### config.mk
export PLATFORM = sky130hd
export DESIGN_NAME = fifo_rd_stream
export DESIGN_NICKNAME = d
export VERILOG_FILES = /design/src/rtl/fifo_rd_stream.sv
export SDC_FILE = /design/constraint.sdc
export NUM_CORES = 1
export LEC_CHECK = 0
export CAP_MARGIN = 20
export CORE_MARGIN = 1
export CORE_UTILIZATION = 55
export DETAILED_ROUTE_END_ITERATION = 16
export PLACE_DENSITY = 0.9
export SLEW_MARGIN = 15
export SYNTH_ARGS = -nofsm -noshare
export SYNTH_HDL_FRONTEND = slang
export SYNTH_SLANG_ARGS = --single-unit
### constraint.sdc
create_clock -name clk -period 3.23 [get_ports clk]
set_input_delay 0.4845 -clock clk [delete_from_list [all_inputs] [get_ports clk]]
set_output_delay 0.4845 -clock clk [all_outputs]
set_load 0.02 [all_outputs]
### src/rtl/fifo_rd_stream.sv
// Drains a FIFO through its rd_en/empty/valid read port into a valid/ready stream via a 3-entry prefetch buffer.
// Data reaches m_tvalid two cycles after rd_en; reads stop when buffer plus in-flight reaches 3, so nothing is dropped under backpressure.
module fifo_rd_stream #(
  parameter int DATA_WIDTH = 8,
  parameter int CNT_WIDTH  = 16
) (
  input  logic                  clk,
  input  logic                  rst,
  input  logic                  fifo_empty,
  output logic                  fifo_rd_en,
  input  logic [DATA_WIDTH-1:0] fifo_dout,
  input  logic                  fifo_valid,
  output logic                  m_tvalid,
  input  logic                  m_tready,
  output logic [DATA_WIDTH-1:0] m_tdata,
  input  logic                  flush,
  output logic [1:0]            buf_count,
  output logic [CNT_WIDTH-1:0]  beat_count,
  output logic                  err_unexp_valid
);

  logic [DATA_WIDTH-1:0] mem [3];
  logic [1:0]            head;
  logic [1:0]            tail;
  logic                  inflight;
  logic                  flush_pending;
  logic                  push;
  logic                  pop;

  function automatic logic [1:0] ptr_inc(input logic [1:0] p);
    return (p == 2'd2) ? 2'd0 : p + 2'd1;
  endfunction

  // Issue only from registered occupancy, so m_tready never reaches fifo_rd_en.
  assign fifo_rd_en = ~rst & ~fifo_empty & ~flush &
                      (({1'b0, buf_count} + {2'b00, inflight}) < 3'd3);
  assign push       = fifo_valid & inflight & ~flush & ~flush_pending;
  assign pop        = m_tvalid & m_tready;
  assign m_tvalid   = (buf_count != 2'd0);
  assign m_tdata    = mem[head];

  always_ff @(posedge clk or posedge rst) begin
    if (rst) begin
      head            <= 2'd0;
      tail            <= 2'd0;
      buf_count       <= 2'd0;
      inflight        <= 1'b0;
      flush_pending   <= 1'b0;
      beat_count      <= '0;
      err_unexp_valid <= 1'b0;
      for (int i = 0; i < 3; i++) mem[i] <= '0;
    end else begin
      inflight      <= fifo_rd_en;
      flush_pending <= flush & inflight;
      // A word with no read behind it, or a read that never returned.
      if (fifo_valid != inflight) err_unexp_valid <= 1'b1;
      if (pop) beat_count <= beat_count + CNT_WIDTH'(1);
      if (push) mem[tail] <= fifo_dout;
      if (flush) begin
        head      <= 2'd0;
        tail      <= 2'd0;
        buf_count <= 2'd0;
      end else begin
        if (push) tail <= ptr_inc(tail);
        if (pop)  head <= ptr_inc(head);
        buf_count <= buf_count + {1'b0, push} - {1'b0, pop};
      end
    end
  end

endmodule
-- Yosys cells after proc, flatten, opt, wreduce, memory -nomap -nowiden
Index checks and enable logic that the tools add are counted.
- flip-flop bits (word level): 49
- latch bits: 0
- bits in writable memories: 0
- memory bits (read-only): 0
- bits of input ports: 14
- output and inout port bits: 29
- word-level logic and storage cells: 54
- memories kept: 0
- add/subtract/negate cells: 6
- multipliers: 0
- div/mod/pow operators: 0
- magnitude comparators: 4
- eq/ne operators: 3
- shift-type cells: 0
- multiplexer cells: 13
- bitwise logic cells: 14
- reduce and logical (&&, ||, !) cells: 4
- operators by type and width (kind ; count):
    $bwmux W24 ; 1
    $mux W8 ; 3
    $add A16 B1 Y16 const B ; 1
    $bmux W8 S2 ; 1
    $demux W8 S2 ; 1
    $mux W2 ; 7
    $and A1 B1 Y1 ; 8
    $ge A3 B3 Y1 const B ; 2
    $not A2 Y3 ; 2
    $reduce_bool A2 Y1 ; 3
    $add A2 B1 Y2 const B ; 2
    $eq A2 B2 Y1 const B ; 2
    $not A1 Y1 ; 4
    $add A2 B1 Y3 ; 1
    $lt A3 B1 Y1 const B ; 1
    $lt A3 B2 Y1 const B ; 1
    $add A2 B1 Y2 ; 1
    $sub A2 B1 Y2 ; 1
    $logic_and A1 B1 Y1 ; 1
    $ne A1 B1 Y1 ; 1

-- Logic depth before layout (Yosys ltp)
Gate-level depths: netlist of run 1.
- word-level depth: 6
- mapped depth: 8
- gate-level depth less buffers: 8

-- Worst setup path after synthesis of run 1
OpenSTA, ideal clock, no wires.
- kind: register -> output
- start point: reg buf_count[0]
- end point: out fifo_rd_en
- arrival time: 1.628 ns
- data required time: 2.745 ns
- path slack: 1.118 ns
- cell stages (with the launch flop): 5
- path buffers: 0
- path through: dfrtp_1 -> ha_1 -> ha_1 -> or4_1 -> a21oi_1
- cells in the longest elaborated chain, start to end: 3
- ends and longest elaborated chain (item ; RTL line ; text):
    start: declaration ; 17 ; output logic [1:0] buf_count,
    start signal: assignment ; 66 ; buf_count <= buf_count + {1'b0, push} - {1'b0, pop};
    $add A2 B1 Y3 ; 36 ; (({1'b0, buf_count} + {2'b00, inflight}) < 3'd3);
    $lt A3 B2 Y1 ; 36 ;
    $and A1 B1 Y1 ; 35 ; assign fifo_rd_en = ~rst & ~fifo_empty & ~flush &
    end: declaration ; 10 ; output logic fifo_rd_en,
Every way passes these cells.

-- Final worst setup path of run 1
- start point: reg head[1]
- end point: out m_tdata[5]
- cells in the longest elaborated chain, start to end: 4
- ends and longest elaborated chain (item ; RTL line ; text):
    start: declaration ; 23 ; logic [1:0] head;
    start signal: assignment ; 65 ; if (pop) head <= ptr_inc(head);
    $not A2 Y3 (implied by the code) ; 40 ; assign m_tdata = mem[head];
    $bmux W8 S2 ; 40 ;
    $mux W8 (implied by the code) (2 in a row) ; 40 ;
    end: declaration ; 15 ; output logic [DATA_WIDTH-1:0] m_tdata,
Every way passes these cells. The select of a mux whose other input is x is not followed.

==> results of run 1 <==
final cells by class:
cell class / instances / area (um^2) / area share, %
tap: 48 / 60.1 / 2.13
inverter: 4 / 15.0 / 0.533
clock buffer: 6 / 82.6 / 2.93
multi-input combinational: 125 / 970 / 34.4
clock inverter: 1 / 7.51 / 0.267
sequential: 49 / 1230 / 43.5
timing repair buffer: 45 / 455 / 16.2
metal layers:
layer / GRT usage [%] / vias up / share of wire (%)
met4: 9.57 / 0 / 1.9
met2: 35.5 / 37 / 47
met5: 0 / - / 0
li1: - / 717 / -
met1: 30.2 / 730 / 46
met3: 5.69 / 8 / 4.6
registers in the layout, indices dropped and copies added (netlist names):
register,cells
beat_count,16
buf_count,2
err_unexp_valid,1
flush_pending,1
head,2
inflight,1
mem,24
tail,2
metrics by stage:
step | setup slack (ps) | instances
2_1_floorplan | 1120 | 184
3_3_place_gp | 511 | 270
3_5_place_dp | 503 | 270
4_1_cts | 354 | 277
5_1_grt | 204 | 278
6_report | 348 | 278
cell usage in the layout, fill, tap and decap left out, types with 4 or more instances in the layout:
master / synthesis / final
ha_1: 6 / 6
xor2_1: 4 / 4
clkbuf_8: 0 / 6
xnor2_1: 13 / 13
nand4_1: 5 / 5
a21oi_1: 5 / 5
o21ai_0: 8 / 8
nor3_1: 5 / 5
clkdlybuf4s50_1: 0 / 42
mux2_2: 16 / 16
nor2_1: 7 / 7
mux2_4: 8 / 8
dfrtp_1: 49 / 49
nand2_1: 20 / 20
mux2i_1: 8 / 8
critical path, delay by kind of cell, from the launching register on:
family,cells,cell delay [ps]
AOI/OAI and AO/OA,1,140
buffers and inverters,1,660
DFF,1,600
and+or+nand+nor,2,700
path summary, 6_finish.rpt:
path | end | depth (start not counted) | slack [ps] | from
worst max-delay path | m_tdata[5] | 4 | 350 | head[1]$_DFFE_PP0P_
worst min-delay path | mem[7]$_DFFE_PP0P_ | 2 | 480 | rst
worst max register to register | buf_count[0]$_DFF_PP0_ | 6 | 1230 | buf_count[1]$_DFF_PP0_
worst min register to register | beat_count[15]$_DFFE_PP0P_ | 1 | 480 | beat_count[15]$_DFFE_PP0P_
max in group asynchronous | mem[19]$_DFFE_PP0P_ | 3 | 2280 | rst
min in group clk | beat_count[15]$_DFFE_PP0P_ | 1 | 480 | beat_count[15]$_DFFE_PP0P_
cell families after synthesis:
| logic type | after synthesis |
|---|---|
| AOI/OAI and AO/OA | 14 |
| adders and majority gates | 6 |
| buffers and inverters | 10 |
| and+or+nand+nor | 56 |
| muxes | 32 |
| xor gates and xnor gates | 17 |
| DFF | 49 |
power by group:
part / internal (mW) / total [mW] / switching, mW
sequential: 0.682 / 0.763 / 0.0816
combinational: 0.248 / 0.491 / 0.243
clock: 0.169 / 0.363 / 0.193
total: 1.10 / 1.62 / 0.518
==> run_results.csv, run 1 <==
group,metric,value,unit
run_status,status,"complete, no violations",
synthesis,synth_area_leaders,"dfrtp_1 55%, mux2_2 8.0%, mux2_4 5.3%",
synthesis,synth-adder-area-share,3.34,%
power_and_ir_drop,leakagePower,1.31,nW
clocking,cts_root_buffer,"clkbuf_8",
setup_path,cp-start-kind,"flop",
floorplan,io_pins,43,
synthesis,synth_simple_gate_area_share,13.1,%
synthesis,synth_common_cells,"49 x dfrtp_1, 20 x nand2_1, 16 x mux2_2, 13 x xnor2_1",
timing,holdWs,476,ps
synthesis,synth-async-reset-ratio,100,%
timing,finalSetupViolCount,0,
setup_path,crit_required,2750,ps
synthesis,synth_compound_area_share,3.12,%
power_and_ir_drop,p_per_area,574,mW/mm^2
placed_design,portBuffers,42,
setup_path,path_cells,"nor2b_1 > nand2_1 > o21ai_0 > clkdlybuf4s50_1",
synthesis,synth_xor_area_share,6.62,%
min_path,holdCritPathClass,"in2async",
setup_path,cp_slowest_cell,"clkdlybuf4s50_1",
layout,area_growth,25.3,%
drt,drt_wl_total,4100,um
layout,antennaDiodeCount,0,
timing,slew_violations,0,
clocking,cts-resized-gates,0,
setup_path,criticalPathCategory,"reg2out",
setup_path,critPathMaxStageDelay,660,ps
synthesis,netlist_area,0.00225,mm^2
layout,post-route-util,74.1,%
setup_path,cp_data_arrival_time,2400,ps
clocking,clock_path_buffers,2,
synthesis,synth_mux_area_share,16.9,%
drt,initialDrtViolationCount,72,
synthesis,synth_top_family_by_area,"multiplexers",
layout,stdcell_area,0.00282,mm^2
timing,rsz0062_at_grt,"no",
drt,vias,1492,
synthesis,netlist.area_leader.share,54.5,%
timing,slew_headroom,58.6,%
timing,max_freq,347,MHz
setup_path,cp-end-kind,"output pin",
clocking,postCtsSetupBuffers,0,
setup_path,cp_max_fo,12,
timing,tightest_slew,620,ps
placed_design,place_area,0.00271,mm^2
timing,finalSetupTns,0,ps
floorplan,die_y,65.9,um
timing,fin_skew,10.9,ps
synthesis,synth-seq-area-share,54.5,%
synthesis,syn_nets,204,
synthesis,ys_ff_latch,49,
synthesis,syn-instance-count,184,
floorplan,core_area,0.00380,mm^2
job,maxCapViolCount,0,
synthesis,synth_warnings,0,
global_route,antenna_found_initial,0,
drt,via_per_inst,5.37,
placed_design,gp_congestion,0.730,
clocking,cts_tree,"yes",
timing,period_share,89.2,%
global_route,grt_pass1_wl,7180,um
clocking,cts_hold_buf,0,
global_route,grt.total_usage,22.7,%
layout,drive_gt1_share,17.8,%
layout,final_nets,250,
layout,fillers,283,
floorplan,start_util,59.2,%
timing,min_period,2880,ps
synthesis,synth-edff-count,0,
global_route,grt-ovfl-total,0,
drt,ant_nets,0,
floorplan,num_rows,22,
floorplan,dieArea,0.00435,mm^2
timing,hold_viol,0,
synthesis,synth_top_area_cell,"dfrtp_1",
clocking,path_clk_slew,80,ps
synthesis,synthFlopType,"dfrtp_1",
clocking,clkLatencyLatePin,300,ps
clocking,htreeDepth,2,
synthesis,synth.most_common_cell,"dfrtp_1",
power_and_ir_drop,ir_drop,0.000475,V
drt,drc,0,
global_route,grt_pass1_vias,1553,
clocking,cts_buffers,5,
drt,wire_per_inst,14.8,um
floorplan,die_w,65.9,um
power_and_ir_drop,fin_total_pwr,1.62,mW
synthesis,syn_avg_cell_area,12.2,um^2
drt,first_pass_iters,4,
synthesis,ys_types,32,
placed_design,place_hpwl,2820,um
clocking,clock-sinks,49,
global_route,grt_max_degree,50,
No activity file was read; power rests on OpenSTA's default activity.
==> run 2, diff against run 1 <==
--- a/config.mk
+++ b/config.mk
@@ -9,6 +9,7 @@
 export CORE_MARGIN = 1
 export CORE_UTILIZATION = 55
 export DETAILED_ROUTE_END_ITERATION = 16
+export MAX_ROUTING_LAYER = met4
 export PLACE_DENSITY = 0.9
 export SLEW_MARGIN = 15
 export SYNTH_ARGS = -nofsm -noshare
==> run 2 against run 1 <==
Compared with the run above:
- critical path type unchanged
- critical endpoint unchanged
- sequential power about the same
- clock power about the same
- die area unchanged
- non-clock buffer count unchanged
- final cell count unchanged
- register-to-register slack about the same
- first-iteration DRC count unchanged
- count of clock-buffer cells in the layout unchanged
- fmax increased by 0.22%
- via count increased by 0.34%
- highest routed layer unchanged
==> run_results.csv, run 2 (synthesis gave the netlist of run 1 again) <==
group,metric,value,unit
global_route,grt_max_degree,50,
run_status,status,"complete, no violations",
floorplan,dieArea,0.00435,mm^2
floorplan,die_w,65.9,um
timing,setup_ws,354,ps
timing,period_share,89.0,%
setup_path,r2r-end,"buf_count[0]$_DFF_PP0_",
global_route,grt.total_usage,23.4,%
layout,regArea,0.00123,mm^2
floorplan,num_rows,22,
placed_design,place_hpwl,2820,um
clocking,cts_tree,"yes",
power_and_ir_drop,ir_drop,0.000475,V
clocking,cts_root_buffer,"clkbuf_8",
layout,area_growth,25.3,%
placed_design,place_area,0.00271,mm^2
floorplan,die_y,65.9,um
clocking,htreeDepth,2,
timing,max_freq,348,MHz
global_route,grt_pass1_wl,7200,um
floorplan,io_pins,43,
drt,drt_wl_total,4110,um
timing,slew_headroom,58.9,%
timing,slew_violations,0,
layout,drive_gt1_share,17.8,%
floorplan,start_util,59.2,%
global_route,grt-ovfl-total,0,
timing,hold_viol,0,
global_route,antenna_found_initial,0,
clocking,cts-resized-gates,0,
placed_design,dp_cells,270,
drt,via_per_inst,5.38,
setup_path,crit_required,2750,ps
drt,wire_per_inst,14.8,um
timing,fin_skew,11.0,ps
clocking,path_clk_slew,80,ps
layout,largest_register_ffs,24,
timing,min_period,2880,ps
clocking,postCtsSetupBuffers,0,
setup_path,cp_data_arrival_time,2390,ps
power_and_ir_drop,p_per_area,575,mW/mm^2
setup_path,cp-start-kind,"flop",
clocking,clock_path_buffers,2,
placed_design,pre_cts_slack,503,ps
placed_design,gp_congestion,0.739,
timing,finalSetupTns,0,ps
min_path,holdCritPathClass,"in2async",
setup_path,r2r_start,"buf_count[1]$_DFF_PP0_",
drt,initialDrtViolationCount,72,
layout,fillers,283,
drt,drc,0,
layout,antennaDiodeCount,0,
clocking,cts_hold_buf,0,
layout,stdcell_count,278,
layout,largest-register,"mem",
layout,multi_input_area,970,um^2
setup_path,regToRegSetupSlack,1230,ps
setup_path,cp-end-kind,"output pin",
drt,first_pass_iters,4,
timing,finalSetupViolCount,0,
layout,final_nets,250,
setup_path,cp_max_fo,12,
layout,stdcell_area,0.00282,mm^2
job,maxCapViolCount,0,
setup_path,cp-startpoint,"head[1]$_DFFE_PP0P_",
clocking,cts_buffers,5,
power_and_ir_drop,leakagePower,1.31,nW
drt,vias,1497,
layout,layout_commonest_cell,"dfrtp_1",
clocking,clock-sinks,49,
timing,rsz0062_at_grt,"no",
floorplan,core_area,0.00380,mm^2
layout,final_cell_mix,"49 x dfrtp_1, 42 x clkdlybuf4s50_1, 20 x nand2_1",
setup_path,r2r_cells,6,
setup_path,criticalPathCategory,"reg2out",
global_route,grt_pass1_vias,1550,
clocking,clkLatencyLatePin,300,ps
timing,tightest_slew,616,ps
placed_design,portBuffers,42,
layout,top_regs,"mem x24, beat_count x16",
drt,ant_nets,0,
run 2: cell counts in the layout (fill, tap and decap cells not counted):
No cell type changed its count.
run 2: worst max-delay path by stage:
stage                       to  slack (ps)  cells past startpoint
global placement    fifo_rd_en         510                      4
detailed placement  fifo_rd_en         500                      4
CTS                 m_tdata[1]         350                      4
global route        m_tdata[5]         200                      4
floorplan           fifo_rd_en        1120                      4
finish              m_tdata[5]         350                      4
run 2: layer usage:
metal,wire (um),global-route usage [%]
met2,1960,35.2
met4,76,9.57
met5,0,-
met3,191,5.69
met1,1890,30.5
run 2: layout make-up:
| class | instances | share of cell area [%] |
|---|---|---|
| Tap cell | 48 | 2.13 |
| Clock buffer | 6 | 2.93 |
| Clock inverter | 1 | 0.267 |
| Timing Repair Buffer | 45 | 16.2 |
| Multi-Input combinational cell | 125 | 34.4 |
| Sequential cell | 49 | 43.5 |
| Inverter | 4 | 0.533 |
run 2: report_power, final:
part / total [mW] / internal (mW) / switching [mW] / leakage, nW
clock: 0.364 / 0.169 / 0.195 / 0.0433
combinational: 0.491 / 0.248 / 0.243 / 0.606
sequential: 0.764 / 0.682 / 0.0821 / 0.659
run 2: critical path, stage by stage, from the launching register on:
cell and delay (ps):
dfrtp_1 600, nor2b_1 590, nand2_1 110, o21ai_0 140, clkdlybuf4s50_1 660
run 2: metrics by stage:
stage / utilization, % / hold slack [ps] / power (mW)
6_report: 74.1 / 475 / 1.62
5_1_grt: 74.1 / 488 / 1.71
4_1_cts: 73.6 / 482 / 1.63
3_5_place_dp: 71.2 / 461 / 1.27
3_3_place_gp: 71.2 / 456 / 1.25
2_1_floorplan: - / 479 / 1.04
==> run 3, diff against run 2 <==
--- a/config.mk
+++ b/config.mk
@@ -8,6 +8,7 @@
 export CAP_MARGIN = 20
 export CORE_MARGIN = 1
 export CORE_UTILIZATION = 55
+export CTS_BUF_LIST = sky130_fd_sc_hd__clkbuf_4
 export DETAILED_ROUTE_END_ITERATION = 16
 export MAX_ROUTING_LAYER = met4
 export PLACE_DENSITY = 0.9
==> run 3 against run 2 <==
Compared with the run above:
- first-iteration DRC count is 35% higher
- clock skew is 2.5 ps higher
- hold slack better by 8.8 ps
- core utilization is 1.1 points lower
- setup slack worse by 42 ps
- count of clock-buffer cells in the layout is 1 lower
- global-route usage is 0.72 points lower
- final area is 1.5% lower
- routed wire length is 1.8% lower
- total power is 6.3% lower
- fmax is 1.4% lower
- non-clock buffer count stayed put
- highest routed layer unchanged
==> run_results.csv, run 3 (synthesis gave the netlist of run 1 again) <==
group,metric,value,unit
run_status,status,"complete, no violations",
clocking,clkLatencyLatePin,370,ps
power_and_ir_drop,leakagePower,1.29,nW
global_route,grt.total_usage,22.7,%
drt,vias,1510,
placed_design,portBuffers,42,
floorplan,start_util,59.2,%
clocking,htreeDepth,2,
global_route,grt_pass1_vias,1542,
timing,hold_viol,0,
drt,initialDrtViolationCount,97,
timing,holdWs,484,ps
floorplan,core_area,0.00380,mm^2
placed_design,pre_cts_slack,503,ps
timing,fin_skew,13.5,ps
placed_design,place_hpwl,2820,um
clocking,clock_path_buffers,2,
clocking,cts_root_buffer,"clkbuf_4",
placed_design,dp_cells,270,
setup_path,cp-start-kind,"flop",
power_and_ir_drop,ir_drop,0.000439,V
layout,layout_commonest_cell,"dfrtp_1",
timing,min_period,2920,ps
job,maxCapViolCount,0,
layout,top_regs,"mem x24, beat_count x16",
setup_path,cp_slowest_cell,"clkdlybuf4s50_1",
timing,tightest_slew,585,ps
drt,wire_per_inst,14.5,um
setup_path,critPathMaxStageDelay,630,ps
power_and_ir_drop,fin_total_pwr,1.52,mW
layout,drive_gt1_share,17.4,%
setup_path,cp-end-kind,"output pin",
layout,antennaDiodeCount,0,
layout,stdcell_count,278,
clocking,cts_tree,"yes",
global_route,grt_max_degree,50,
setup_path,path_cells,"nor2b_1 > nand2_1 > o21ai_0 > clkdlybuf4s50_1",
drt,drt_wl_total,4040,um
timing,rsz0062_at_grt,"no",
setup_path,cp_data_arrival_time,2430,ps
clocking,cts_buffers,5,
layout,fillers,292,
setup_path,crit_required,2750,ps
global_route,grt-ovfl-total,0,
timing,setup_ws,313,ps
timing,period_share,90.3,%
layout,multi_input_area,970,um^2
timing,max_freq,343,MHz
layout,final_nets,250,
power_and_ir_drop,p_per_area,547,mW/mm^2
drt,first_pass_iters,4,
layout,largest-register,"mem",
layout,final_cell_mix,"49 x dfrtp_1, 42 x clkdlybuf4s50_1, 20 x nand2_1",
clocking,clock-sinks,49,
floorplan,die_w,65.9,um
drt,via_per_inst,5.43,
setup_path,cp_max_fo,12,
drt,drc,0,
clocking,postCtsSetupBuffers,0,
global_route,grt_pass1_wl,7080,um
layout,regArea,0.00123,mm^2
floorplan,dieArea,0.00435,mm^2
layout,area_growth,23.4,%
floorplan,num_rows,22,
timing,finalSetupViolCount,0,
floorplan,die_y,65.9,um
setup_path,criticalPathCategory,"reg2out",
min_path,holdCritPathClass,"reg2reg",
floorplan,io_pins,43,
placed_design,gp_congestion,0.739,
timing,slew_violations,0,
timing,slew_headroom,61.0,%
clocking,cts-resized-gates,0,
drt,ant_nets,0,
timing,finalSetupTns,0,ps
clocking,cts_hold_buf,0,
global_route,antenna_found_initial,0,
clocking,path_clk_slew,130,ps
layout,largest_register_ffs,24,
==> run 3: cell count changes in the layout (fill, tap and decap cells not counted), sizes merged <==
cell,previous run,this run
clkbuf,6,5
clkinv,0,1
==> run 3: power by group <==
group / switching [mW] / total, mW / internal, mW
Sequential: 0.0819 / 0.764 / 0.682
Clock: 0.186 / 0.265 / 0.0785
Combinational: 0.241 / 0.489 / 0.248
Total: 0.509 / 1.52 / 1.01
==> run 3: final timing paths <==
check | slack [ps] | depth (start not counted) | startpoint | to
max in group asynchronous | 2240 | 3 | rst | buf_count[1]$_DFF_PP0_
min in group asynchronous | 490 | 2 | rst | mem[7]$_DFFE_PP0P_
worst min-delay path | 480 | 1 | beat_count[15]$_DFFE_PP0P_ | beat_count[15]$_DFFE_PP0P_
worst max register to register | 1220 | 6 | buf_count[1]$_DFF_PP0_ | buf_count[0]$_DFF_PP0_
worst min register to register | 480 | 1 | beat_count[15]$_DFFE_PP0P_ | beat_count[15]$_DFFE_PP0P_
worst max-delay path | 310 | 4 | head[1]$_DFFE_PP0P_ | m_tdata[1]
==> run 3: critical path: cells and delay by family (launching register included) <==
| family | cells | cell delay (ps) |
|---|---|---|
| compound gates | 1 | 120 |
| flops | 1 | 620 |
| buf+inv | 1 | 630 |
| simple gates | 2 | 700 |
==> run 3: layer usage <==
| layer | global-route usage (%) | routed length (um) | up-vias |
|---|---|---|---|
| li1 | - | - | 720 |
| met1 | 29.9 | 1940 | 745 |
| met2 | 34.3 | 1850 | 39 |
| met3 | 5.69 | 192 | 6 |
| met4 | 7.98 | 60 | 0 |
| met5 | - | 0 | - |
==> run 3: area by class of cell <==
type	count	share of cell area, %
clock inverters	2	0.406
inverters	4	0.541
clock buffers	5	1.35
repair buffers	45	16.4
well taps	48	2.16
multi-input cells	125	34.9
flip-flops and latches	49	44.2
==> run 3: stage by stage <==
step                      util (%)  instance area [um^2]
final                         73.1                  2780
after global routing          73.1                  2780
after CTS                     72.5                  2760
after detailed placement      71.2                  2710
after global placement        71.2                  2710
after floorplan                  -                  2250
